===== config.mk =====
export PLATFORM = sky130hd
export DESIGN_NAME = fma_dot_scheduler
export DESIGN_NICKNAME = d
export VERILOG_FILES = /design/src/rtl/fma_pkg.sv /design/src/rtl/fma_lat_tracker.sv /design/src/rtl/fma_dot_scheduler.sv
export SDC_FILE = /design/constraint.sdc
export NUM_CORES = 1
export LEC_CHECK = 0
export ABC_AREA = 1
export BUFFER_PORTS_ARGS = -buffer_cell sky130_fd_sc_hd__buf_2
export CAP_MARGIN = 15
export CORE_ASPECT_RATIO = 1.5
export CORE_UTILIZATION = 59
export CTS_CLUSTER_SIZE = 25
export DETAILED_ROUTE_END_ITERATION = 8
export GPL_ROUTABILITY_DRIVEN = 0
export GPL_TIMING_DRIVEN = 0
export PLACE_DENSITY = 0.8
export SYNTH_ARGS = -nofsm -noshare
export SYNTH_HDL_FRONTEND = slang
export SYNTH_SLANG_ARGS = --single-unit

===== constraint.sdc =====
create_clock -name clk -period 18.4 [get_ports clk]
set_input_delay 0.92 -clock clk [delete_from_list [all_inputs] [get_ports clk]]
set_output_delay 0.92 -clock clk [all_outputs]
set_load 0.02 [all_outputs]

===== src/rtl/fma_pkg.sv =====
// Shared definitions for the FMA dot-product scheduler: operand widths, FSM states,
// and the index-width helper used to size lane counters.
package fma_pkg;

  localparam int FMA_AW = 32;
  localparam int FMA_CW = 64;

  typedef enum logic [1:0] {
    IDLE  = 2'd0,
    RUN   = 2'd1,
    DRAIN = 2'd2
  } state_e;

  // A single lane still needs a 1-bit index so ports never collapse to zero width.
  function automatic int idx_w(input int n);
    return (n > 1) ? $clog2(n) : 1;
  endfunction

endpackage


===== src/rtl/fma_lat_tracker.sv =====
// Tag shift register that travels alongside the FMA pipeline so each returning
// result can be matched to its lane and to whether it closes that lane's sum.
module fma_lat_tracker
  import fma_pkg::*;
#(
  parameter int LAT = 4,
  parameter int LW  = 2
) (
  input  logic          clk,
  input  logic          rst,
  input  logic          i_live,
  input  logic [LW-1:0] i_lane,
  input  logic          i_last,
  output logic          o_live,
  output logic [LW-1:0] o_lane,
  output logic          o_last
);

  logic [LW+1:0] r_tag [LAT];

  always_ff @(posedge clk) begin
    if (rst) begin
      for (int i = 0; i < LAT; i++) r_tag[i] <= '0;
    end else begin
      r_tag[0] <= {i_live, i_lane, i_last};
      for (int i = 1; i < LAT; i++) r_tag[i] <= r_tag[i-1];
    end
  end

  assign o_live = r_tag[LAT-1][LW+1];
  assign o_lane = r_tag[LAT-1][LW:1];
  assign o_last = r_tag[LAT-1][0];

endmodule


===== src/rtl/fma_dot_scheduler.sv =====
// Drives a pipelined a*b+c unit to compute LANES interleaved dot products,
// recirculating each lane's partial sum as the next c operand.
module fma_dot_scheduler
  import fma_pkg::*;
#(
  parameter  int LANES   = 4,
  parameter  int FMA_LAT = 4,
  parameter  int KMAX    = 256,
  localparam int KW      = $clog2(KMAX + 1),
  localparam int LW      = idx_w(LANES)
) (
  input  logic              clk,
  input  logic              rst,
  input  logic              start,
  input  logic [KW-1:0]     k_len,
  output logic              busy,
  output logic              done,
  input  logic              in_valid,
  output logic              in_ready,
  input  logic [FMA_AW-1:0] in_a,
  input  logic [FMA_AW-1:0] in_b,
  output logic [FMA_AW-1:0] fma_a,
  output logic [FMA_AW-1:0] fma_b,
  output logic [FMA_CW-1:0] fma_c,
  output logic              fma_issue,
  input  logic [FMA_CW-1:0] fma_out,
  output logic              res_valid,
  input  logic              res_ready,
  output logic [FMA_CW-1:0] res_data,
  output logic [LW-1:0]     res_lane
);

  state_e            r_state, w_state_nxt;
  logic [LW-1:0]     r_lane_cnt, r_out_ptr;
  logic [KW-1:0]     r_step_cnt, r_klen;
  logic [FMA_CW-1:0] r_acc [LANES];
  logic [LANES-1:0]  r_acc_rdy, r_fin;
  logic              r_done;
  logic [LW-1:0]     r_iss_lane;
  logic              r_iss_last;

  logic              w_start_acc, w_hs, w_lane_wrap, w_step_last, w_last_pair;
  logic              w_pop, w_pop_last, w_in_ready;
  logic              w_ret_live, w_ret_last;
  logic [LW-1:0]     w_ret_lane;

  assign w_start_acc = (r_state == IDLE) && start && (k_len != '0);
  // Step 0 starts from c=0, so it never has to wait for a returning partial.
  assign w_in_ready  = (r_state == RUN) &&
                       ((r_step_cnt == '0) || r_acc_rdy[r_lane_cnt]);
  assign w_hs        = in_valid && w_in_ready;
  assign w_lane_wrap = (r_lane_cnt == LW'(LANES - 1));
  assign w_step_last = (r_step_cnt == (r_klen - KW'(1)));
  assign w_last_pair = w_hs && w_lane_wrap && w_step_last;
  assign w_pop       = res_valid && res_ready;
  assign w_pop_last  = w_pop && (r_out_ptr == LW'(LANES - 1));

  always_comb begin
    w_state_nxt = r_state;
    unique case (r_state)
      IDLE:    if (w_start_acc) w_state_nxt = RUN;
      RUN:     if (w_last_pair) w_state_nxt = DRAIN;
      DRAIN:   if (w_pop_last)  w_state_nxt = IDLE;
      default: w_state_nxt = IDLE;
    endcase
  end

  always_ff @(posedge clk) begin
    if (rst) begin
      r_state <= IDLE;
      r_done  <= 1'b0;
    end else begin
      r_state <= w_state_nxt;
      r_done  <= w_pop_last;
    end
  end

  always_ff @(posedge clk) begin
    if (rst) begin
      r_lane_cnt <= '0;
      r_step_cnt <= '0;
      r_klen     <= '0;
      r_out_ptr  <= '0;
    end else begin
      if (w_start_acc) begin
        r_klen     <= k_len;
        r_lane_cnt <= '0;
        r_step_cnt <= '0;
        r_out_ptr  <= '0;
      end else if (w_hs) begin
        if (w_lane_wrap) begin
          r_lane_cnt <= '0;
          r_step_cnt <= r_step_cnt + KW'(1);
        end else begin
          r_lane_cnt <= r_lane_cnt + LW'(1);
        end
      end
      if (w_pop) r_out_ptr <= w_pop_last ? '0 : r_out_ptr + LW'(1);
    end
  end

  // Issue stage: operands and recirculated partial sum registered toward the FMA
  always_ff @(posedge clk) begin
    if (rst) begin
      fma_a      <= '0;
      fma_b      <= '0;
      fma_c      <= '0;
      fma_issue  <= 1'b0;
      r_iss_lane <= '0;
      r_iss_last <= 1'b0;
    end else begin
      fma_issue  <= w_hs;
      r_iss_lane <= r_lane_cnt;
      r_iss_last <= w_step_last;
      if (w_hs) begin
        fma_a <= in_a;
        fma_b <= in_b;
        fma_c <= (r_step_cnt == '0) ? '0 : r_acc[r_lane_cnt];
      end
    end
  end

  fma_lat_tracker #(
    .LAT (FMA_LAT),
    .LW  (LW)
  ) u_trk (
    .clk    (clk),
    .rst    (rst),
    .i_live (fma_issue),
    .i_lane (r_iss_lane),
    .i_last (r_iss_last),
    .o_live (w_ret_live),
    .o_lane (w_ret_lane),
    .o_last (w_ret_last)
  );

  // Return stage: a live tag exiting the tracker lines up with its fma_out
  always_ff @(posedge clk) begin
    if (rst) begin
      r_acc_rdy <= '0;
      r_fin     <= '0;
      for (int i = 0; i < LANES; i++) r_acc[i] <= '0;
    end else begin
      if (w_ret_live) begin
        r_acc[w_ret_lane]     <= fma_out;
        r_acc_rdy[w_ret_lane] <= 1'b1;
        if (w_ret_last) r_fin[w_ret_lane] <= 1'b1;
      end
      if (w_hs)  r_acc_rdy[r_lane_cnt] <= 1'b0;
      if (w_pop) r_fin[r_out_ptr]      <= 1'b0;
    end
  end

  assign busy      = (r_state != IDLE);
  assign done      = r_done;
  assign in_ready  = w_in_ready;
  assign res_valid = r_fin[r_out_ptr];
  assign res_data  = r_acc[r_out_ptr];
  assign res_lane  = r_out_ptr;

endmodule


== Word-level counts from Yosys, hierarchy flattened ==
Memories as Yosys holds them, arrays and structs flattened. A register that Yosys moved wholly into a read port is not among the register bits.
Cells that the tools add are included.
Storage, ports and cells
  register bits: 165
  memories kept: 2
  output and inout bits: 199
  logic and storage cells: 108
  input bits: 142
  memory bits (writable): 272
Memory list
  r_acc: words 4, width 64, rd ports 2, clocked after memory_dff 2, wr ports 4, RTL line fma_dot_scheduler.sv:36  | logic [FMA_CW-1:0] r_acc [LANES];
  u_trk.r_tag: words 4, width 4, rd ports 4, clocked after memory_dff 0, wr ports 4, RTL line fma_lat_tracker.sv:19  | logic [LW+1:0] r_tag [LAT];
Cells by class
  multiplexer cells: 43
  reduce and logical (&&, ||, !) cells: 21
  add/subtract/negate cells: 4
  bitwise operators: 10
  magnitude comparators: 6
  equal/unequal tests: 8
Operators with widths (number)
  $mux W64: 2
  $reduce_or A64 Y1: 1
  $mux W4: 11
  $mux W2: 12
  $mux W1: 12
  $logic_and A1 B1 Y1: 11
  $add A9 B1 Y9 const B: 1
  $eq A9 B9 Y1: 1
  $logic_not A9 Y1: 1
  $lt A2 B3 Y1 const B: 3
  $reduce_bool A9 Y1: 1
  $sub A9 B1 Y9 const B: 1
  $and A4 B4 Y4: 2
  $not A4 Y4: 2
  $or A4 B4 Y4: 2
  $demux W1 S2: 3
  $eq A2 B2 Y1 const B: 3
  $ge A2 B1 Y1 const B: 3
  $ne A2 B2 Y1 const B: 3
  $pmux W2 S3: 1
  $add A2 B1 Y2 const B: 2
  $bmux W1 S2: 2
  $or A1 B1 Y1: 4
  $reduce_bool A2 Y1: 2
  other kinds (6): 6

== Logic depth before layout (Yosys ltp) ==
Gate-level depths: netlist (run 1).
  word-level depth: 10
  gate-level depth with buffers: 13
  gate-level depth less buffers: 13

== Modules after synthesis ==
Synthesis (run 1) repeated with hierarchy kept, for this count alone.
Second synthesis, totals
  cell total of the unflattened synthesis: 2259
  area total of the unflattened synthesis: 19512.5 µm²
By module, submodules not included
  fma_dot_scheduler: seq. area each 11070.6 µm², cells an instance 2209, times used 1, area an instance 19038.3 µm²
  fma_lat_tracker: seq. area each 320.3 µm², cells an instance 50, times used 1, area an instance 474.2 µm²

== Worst setup path after synthesis (run 1) ==
OpenSTA, ideal clock, no wires.
  kind: reg2reg
  start: memory u_trk.r_tag[3][2] in the netlist's numbering
  end: memory r_acc[2][0], enable pin
  arrival: 5.215 ns
  period minus slack after synthesis: 5.789 ns
  stages on the path, launching flop included: 6
  library setup time: 0.574 ns
  path slack: 12.611 ns
  buffers on the path: 1
  required time: 17.826 ns
  cell sequence: dfxtp_1 inv_1 nor2_1 inv_1 clkbuf_1 o21ai_0
RTL lines (RTL line)
  start, declared: fma_lat_tracker.sv:19
  end, declared: fma_dot_scheduler.sv:36

==> run_results.csv, run 1 <==
group,metric,value,unit
status,outcome,"finished, final reports clean",
synth,ys_warn_count,0,
die,fp-row-count,81,
pwr,ir_worst_vdd,108,µV
synth,synth_mux_area_share,0,%
worst_setup_path,worstSetupEndpointType,"output pin",
placement,io_buffer_count,339,
sta,finalHoldWorstSlack,0.408,ns
routing,route.antenna.remaining_nets,0,
worst_setup_path,cp_data_arrival_time,2.97,ns
global_routing,grtUsageTotal,37.5,%
layout,post_route_cells_drive_above_1_share,16.9,%
synth,synth_adder_area_share,0.708,%
global_routing,grt_max_degree,39,
synth,synthArstFlopShare,0,%
placement,dp_hpwl,44000,µm
sta,worst-slew-pin-transition,1.03,ns
synth,synth-compound-area-share,13.7,%
worst_setup_path,worst-endpoint-required,17.48,ns
sta,final_cycle_share,21.1,%
synth,synth-simple-area-share,20.7,%
clocking,path_clk_slew,0.07,ns
pwr,seq_power_share,51.3,%
synth,post_synth_instance_area,19400,µm²
clocking,cts_max_path_buffers,3,
sta,fin_skew,0.0172,ns
worst_setup_path,cp-start-kind,"flip-flop",
synth,postSynthAreaPerCell,8.64,µm²
die,floorplan.die.width,150,µm
layout,nNetsFinal,2792,
synth,postSynthCellCount,2249,
clocking,cts-hold-fix-buffers,0,
layout,filler_cells,2493,
routing,drc_marker_count_from_the_first_detailed_route_iteration,2301,
die,core_area,32500,µm²
synth,synth.yosys.seq_area_share,58.6,%
sta,layout_min_cycle_time,3.89,ns
global_routing,grt_pass1_vias,17873,
pwr,power_per_cell_area,91.1,nW/µm²
clocking,cts_setup_buffers,0,
pwr,power.switching,502,µW
clocking,cts_tree,"yes",
clocking,clock_sink_count,441,
sta,hold_violations,0,
global_routing,grt_overflow_total,0,
global_routing,grt_antenna_before_repair,2,
sta,setup_tns,0,ns
routing,routed_wirelength,64200,µm
die,start_util,59.7,%
sta,rsz_0062_raised_after_global_routing,"false",
routing,first_pass_iters,7,
synth,synth-seq-cells,441,
pwr,p_comb_share,7.4,%
synth,synth_ff_type,"sky130_fd_sc_hd__edfxtp_1",
synth,ys_types,35,
clocking,ctsRootBufferMaster,"sky130_fd_sc_hd__clkbuf_16",
die,die_area,33700,µm²
synth,synth_nets,2402,
sta,slew_viol_final,0,
sta,fmax,0.257,GHz
pwr,p_sw_share,23.7,%
die,die_height,224,µm
global_routing,grt_first_pass_wirelength,96000,µm
sta,finalSetupViolCount,0,
synth,synth_top_family_by_area,"simple AND/OR/NAND/NOR gates",
clocking,cts.htree.levels,2,
pwr,cellLeakagePower,0.0102,µW
synth,synth_most_common_cell,"sky130_fd_sc_hd__nor2_1",
die,boundaryPins,341,
layout,area_growth_syn_to_layout,19.4,%
hold_path,hold_path.class,"reg -> reg",
sta,slew-limit-headroom,31.3,%
run,maximum_capacitance_violations,0,
clocking,cts_buffers,42,
clocking,clkLatencyLatePin,0.56,ns
synth,number_of_enable_flip_flop_cells_after_synthesis,256,
pwr,power_report.internal_total,1610,µW
synth,synth_top_area_share,39.6,%
pwr,clock_power_share,41.3,%
routing,vias_per_std_cell,6.08,
routing,vias,18784,
synth,synth_largest_area_cell,"sky130_fd_sc_hd__edfxtp_1",
worst_setup_path,critical_path_peak_fanout,10,
routing,wire_per_inst,20.8,µm
routing,drt_drc_violations_left,0,
synth,xor_and_xnor_fraction_of_the_mapped_netlist_area,0.225,%
clocking,cts_resized,0,
synth,ys_top_cells_by_count,"sky130_fd_sc_hd__nor2_1, sky130_fd_sc_hd__nand2_1, sky130_fd_sc_hd__o21ai_0",
worst_setup_path,path_class,"reg -> out",
synth,synth.top_cells.by_area,"sky130_fd_sc_hd__edfxtp_1, sky130_fd_sc_hd__dfxtp_1, sky130_fd_sc_hd__nor2_1",
==> kinds of logic (layout without fill, tap and decap cells) <==
group,count (synthesis),count (layout)
AOI/OAI and AO/OA,493,493
xor gates and xnor gates,5,5
adders and majority gates,11,11
buffers and inverters,297,721
DFF,441,441
other,0,1
and+or+nand+nor,1002,1002
==> stage by stage <==
| step | cell area (µm²) | setup slack (ns) | util (%) | power [µW] | instances |
|---|---|---|---|---|---|
| after floorplan | 19400 | 12.61 | - | 1190 | 2249 |
| after global placement | 21700 | 8.62 | 66.6 | 1250 | 3003 |
| after detailed placement | 21800 | 14.92 | 67.1 | 1260 | 3010 |
| after CTS | 23200 | 14.65 | 71.3 | 2100 | 3088 |
| after global routing | 23200 | 14.53 | 71.4 | 2160 | 3089 |
| final | 23200 | 14.51 | 71.4 | 2110 | 3089 |
==> cell type report <==
type / instances / area [µm²] / share of cell area, %
Tap cell: 415 / 519 / 2.24
Multi-Input combinational cell: 1511 / 6890 / 29.7
Sequential cell: 441 / 11400 / 49.1
Clock inverter: 15 / 108 / 0.464
Antenna cell: 1 / 2.50 / 0.0108
Inverter: 130 / 488 / 2.10
Buffer: 167 / 699 / 3.01
Clock buffer: 63 / 1270 / 5.49
Timing Repair Buffer: 346 / 1840 / 7.94
==> power groups by stage <==
stage / clock (µW) / combinational (µW) / sequential [µW]
floorplan: 0 / 79.6 / 1110
global placement: 0 / 145 / 1110
detailed placement: 0 / 152 / 1100
CTS: 869 / 152 / 1080
global route: 904 / 167 / 1090
finish: 873 / 156 / 1080
==> critical path, stage by stage (launching register included) <==
cell and delay, ns:
sky130_fd_sc_hd__dfxtp_1 0.36, sky130_fd_sc_hd__clkbuf_1 0.67, sky130_fd_sc_hd__clkbuf_1 0.47, sky130_fd_sc_hd__o21ai_0 0.21
sky130_fd_sc_hd__o22ai_1 0.43, sky130_fd_sc_hd__buf_2 0.26
==> path summary, 6_finish.rpt <==
check,to,start,depth (start not counted),slack [ns]
hold / removal,u_trk.r_tag[2][1]$_SDFF_PP0_,u_trk.r_tag[1][1]$_SDFF_PP0_,2,0.41
hold reg to reg,u_trk.r_tag[2][1]$_SDFF_PP0_,u_trk.r_tag[1][1]$_SDFF_PP0_,2,0.41
setup / recovery,res_data[29],flip-flop,5,14.51
setup reg to reg,r_acc[2][61]$_SDFFCE_PN0P_,u_trk.r_tag[3][2]$_SDFF_PP0_,7,15.67
==> state kept, by name, summed over array words and instances (netlist names), named ones only <==
register	count
r_klen	9
fma_a	32
r_state	2
fma_b	32
r_fin	4
r_acc_rdy	4
r_lane_cnt	2
done	1
r_step_cnt	9
fma_issue	1
res_lane	2
r_iss_last	1
r_iss_lane	2
fma_c	64
u_trk.r_tag	16
r_acc	256
==> layer usage <==
layer / global-route usage (%) / up-vias / wire length [µm]
met2: 61.7 / 1429 / 30900
met5: 0 / - / 12
li1: - / 8384 / -
met4: 23.2 / 2 / 4250
met3: 6.29 / 341 / 7720
met1: 45.7 / 8628 / 21300
==> cell usage in the layout, fill, tap and decap left out, types with 3 or more instances in the layout <==
cell type	n
sky130_fd_sc_hd__buf_1	16
sky130_fd_sc_hd__buf_12	4
sky130_fd_sc_hd__nand2_1	325
sky130_fd_sc_hd__clkinv_1	7
sky130_fd_sc_hd__buf_4	8
sky130_fd_sc_hd__o22ai_1	128
sky130_fd_sc_hd__ha_1	11
sky130_fd_sc_hd__edfxtp_1	256
sky130_fd_sc_hd__buf_2	355
sky130_fd_sc_hd__a21oi_1	89
sky130_fd_sc_hd__xor2_1	4
sky130_fd_sc_hd__clkbuf_1	134
sky130_fd_sc_hd__clkbuf_16	45
sky130_fd_sc_hd__dfxtp_1	185
sky130_fd_sc_hd__nand3_1	152
sky130_fd_sc_hd__clkbuf_8	8
sky130_fd_sc_hd__o211ai_1	4
sky130_fd_sc_hd__inv_2	6
sky130_fd_sc_hd__a221oi_1	3
sky130_fd_sc_hd__nor2_1	502
sky130_fd_sc_hd__inv_1	122
sky130_fd_sc_hd__buf_6	4
sky130_fd_sc_hd__clkinv_2	5
sky130_fd_sc_hd__nor3_1	8
sky130_fd_sc_hd__o21ai_0	263
sky130_fd_sc_hd__nand4_1	4
sky130_fd_sc_hd__clkinvlp_4	3
Power figures use the tool's default switching activity.
==> run 2: changes to the inputs <==
--- a/config.mk
+++ b/config.mk
@@ -9,12 +9,12 @@
 export BUFFER_PORTS_ARGS = -buffer_cell sky130_fd_sc_hd__buf_2
 export CAP_MARGIN = 15
 export CORE_ASPECT_RATIO = 1.5
-export CORE_UTILIZATION = 59
+export CORE_UTILIZATION = 56
 export CTS_CLUSTER_SIZE = 25
 export DETAILED_ROUTE_END_ITERATION = 8
 export GPL_ROUTABILITY_DRIVEN = 0
 export GPL_TIMING_DRIVEN = 0
-export PLACE_DENSITY = 0.8
+export PLACE_DENSITY = 0.77
 export SYNTH_ARGS = -nofsm -noshare
 export SYNTH_HDL_FRONTEND = slang
 export SYNTH_SLANG_ARGS = --single-unit
==> constraint.sdc (replaced) <==
create_clock -name clk -period 3.62 [get_ports clk]
set_input_delay 0.181 -clock clk [delete_from_list [all_inputs] [get_ports clk]]
set_output_delay 0.181 -clock clk [all_outputs]
set_load 0.02 [all_outputs]
==> run 2 against run 1 <==
Against the previous run:
- clock-buffer cell count decreased by 4
- sequential power increased to 5.1 times the previous value
- critical path depth increased by 1
- power increased to 5.2 times the previous value
- critical endpoint is now res_data[15]
- the run now ends with design-rule violations left
- design area increased by 5.8%
- utilization increased by 0.54 points
- global-route usage decreased by 0.13 points
- via count increased by 2.6%
- clock power increased to 5.1 times the previous value
- register-to-register slack got worse by 15 ns
==> run_results.csv, run 2 (synthesis results as in run 1) <==
group,metric,value,unit
clocking,clkLatencyLatePin,0.56,ns
placement,dp_hpwl,43800,µm
pwr,power_per_cell_area,444,nW/µm²
layout,reg_top3,"r_acc (256), fma_c (64)",
die,die_height,230,µm
worst_setup_path,critical_path.n_buffers_inverters,4,
worst_setup_path,critical-path-top-cell-by-count,"sky130_fd_sc_hd__clkbuf_1",
worst_setup_path,worst-endpoint-required,3.44,ns
worst_setup_path,critical-path-max-stage-delay,0.58,ns
sta,finalHoldWorstSlack,0.0166,ns
sta,slew_viol_final,0,
global_routing,grt_first_pass_wirelength,101000,µm
layout,regMostFlops,"r_acc",
worst_setup_path,critical_path_peak_fanout,10,
routing,first_pass_iters,9,
routing,routed_wirelength,67300,µm
die,die_area,35500,µm²
sta,worst-slew-pin-transition,1.03,ns
routing,drt_drc_violations_left,4,
die,floorplan.die.width,154,µm
clocking,cts_buffers,42,
status,outcome,"finished, violations left",
global_routing,grt_overflow_total,0,
layout,nNetsFinal,2919,
clocking,clock_sink_count,441,
routing,wire_per_inst,20.8,µm
die,fp-row-count,83,
clocking,cts_setup_buffers,0,
pwr,ir_worst_vdd,390,µV
sta,final_cycle_share,84.2,%
layout,layout_commonest_cell,"sky130_fd_sc_hd__nor2_1",
die,start_util,56.9,%
layout,area_growth_syn_to_layout,26.4,%
clocking,ctsRootBufferMaster,"sky130_fd_sc_hd__clkbuf_16",
sta,finalSetupViolCount,0,
routing,vias,19271,
pwr,cellLeakagePower,0.0107,µW
sta,hold_violations,0,
clocking,path_clk_slew,0.06,ns
worst_setup_path,cp_cell_sequence,"inv_1, clkbuf_1, clkbuf_1, o21ai_0, o22ai_1, buf_2",
clocking,cts.htree.levels,2,
sta,slew-limit-headroom,31.1,%
sta,layout_min_cycle_time,3.05,ns
routing,vias_per_std_cell,5.97,
run,maximum_capacitance_violations,0,
clocking,cts_tree,"yes",
sta,setup_tns,0,ns
placement,io_buffer_count,339,
routing,route.antenna.remaining_nets,0,
worst_setup_path,path_class,"reg -> out",
worst_setup_path,cp_data_arrival_time,2.87,ns
routing,drc_marker_count_from_the_first_detailed_route_iteration,2310,
layout,largest_reg_flops,256,
sta,fin_skew,0.0151,ns
sta,rsz_0062_raised_after_global_routing,"false",
worst_setup_path,critical-path-slowest-cell,"sky130_fd_sc_hd__clkbuf_1",
global_routing,grt_max_degree,38,
sta,final.setup.worst_slack,0.572,ns
die,core_area,34200,µm²
global_routing,grtUsageTotal,37.3,%
clocking,cts-hold-fix-buffers,126,
sta,fmax,0.328,GHz
worst_setup_path,worstSetupEndpointType,"output pin",
clocking,cts_resized,0,
global_routing,grt_pass1_vias,19351,
status,failing_checks,"design-rule violations",
clocking,cts_max_path_buffers,3,
worst_setup_path,timing.critical_path.max_delay_family,"buffers and inverters",
layout,post_route_cells_drive_above_1_share,16.3,%
hold_path,hold_path.class,"in -> reg",
placement,dpl_worst_slack,1.01,ns
worst_setup_path,cp-start-kind,"flip-flop",
global_routing,grt_antenna_before_repair,3,
die,boundaryPins,341,
layout,final_cell_mix,"sky130_fd_sc_hd__nor2_1, sky130_fd_sc_hd__buf_2, sky130_fd_sc_hd__nand2_1, sky130_fd_sc_hd__o21ai_0, sky130_fd_sc_hd__edfxtp_1",
==> run 2: changes by cell type in the layout (fill, tap and decap cells not counted), sizes merged <==
cell	delta
clkinv	+2
clkinvlp	+2
buf	+1
diode	+2
dlygate4sd3	+126
clkbuf	-4
==> run 2: layout make-up <==
cell class	count	area, µm²
Clock inverter	19	131
Antenna cell	3	7.51
Tap cell	425	532
Multi-Input combinational cell	1511	6890
Timing Repair Buffer	473	3140
Fill cell	2474	9600
Inverter	130	488
Buffer	167	699
Clock buffer	59	1290
Sequential cell	441	11400
==> run 2: power by group <==
part	leakage [µW]	switching (µW)	internal [µW]
registers	0.00414	84.5	5430
clock network	0.000690	1920	2570
logic	0.00589	567	344
==> run 2: worst paths after layout <==
path	slack, ns	cells after the start	end	start
min	0.02	3	r_acc[3][17]$_DFFE_PP_	fma_out[17]
max	0.57	6	res_data[15]	flip-flop
max reg2reg	0.96	9	fma_c[38]$_SDFFE_PP0N_	r_step_cnt[0]$_SDFFE_PP0P_
min reg2reg	0.41	2	u_trk.r_tag[3][2]$_SDFF_PP0_	u_trk.r_tag[2][2]$_SDFF_PP0_
==> run 2: worst register-to-register path, cell delays in order (launching register included) <==
cell and delay [ns]:
sky130_fd_sc_hd__dfxtp_1 0.39, sky130_fd_sc_hd__inv_1 0.11, sky130_fd_sc_hd__ha_1 0.22, sky130_fd_sc_hd__nand2_1 0.06, sky130_fd_sc_hd__nor3_1 0.04, sky130_fd_sc_hd__nand2_1 0.16, sky130_fd_sc_hd__clkbuf_1 0.65, sky130_fd_sc_hd__clkbuf_1 0.55
sky130_fd_sc_hd__nand3_1 0.31, sky130_fd_sc_hd__nand2_1 0.11
==> run 2: metrics by stage <==
stage | std cells | utilization, % | cell area (µm²) | total power (µW)
global placement | 3013 | 63.4 | 21700 | 6350
CTS | 3225 | 71.9 | 24600 | 10900
global route | 3227 | 71.9 | 24600 | 11200
finish | 3228 | 71.9 | 24600 | 10900
floorplan | 2249 | - | 19400 | 6040
detailed placement | 3021 | 64.0 | 21900 | 6380
==> run 2: per-layer routing <==
metal,routed length (µm),global-route usage [%],up-vias
li1,-,-,8648
met1,22100,39.2,8938
met2,33800,66.1,1396
met3,7350,8.27,289
met4,4080,25.9,0
met5,0,0,-
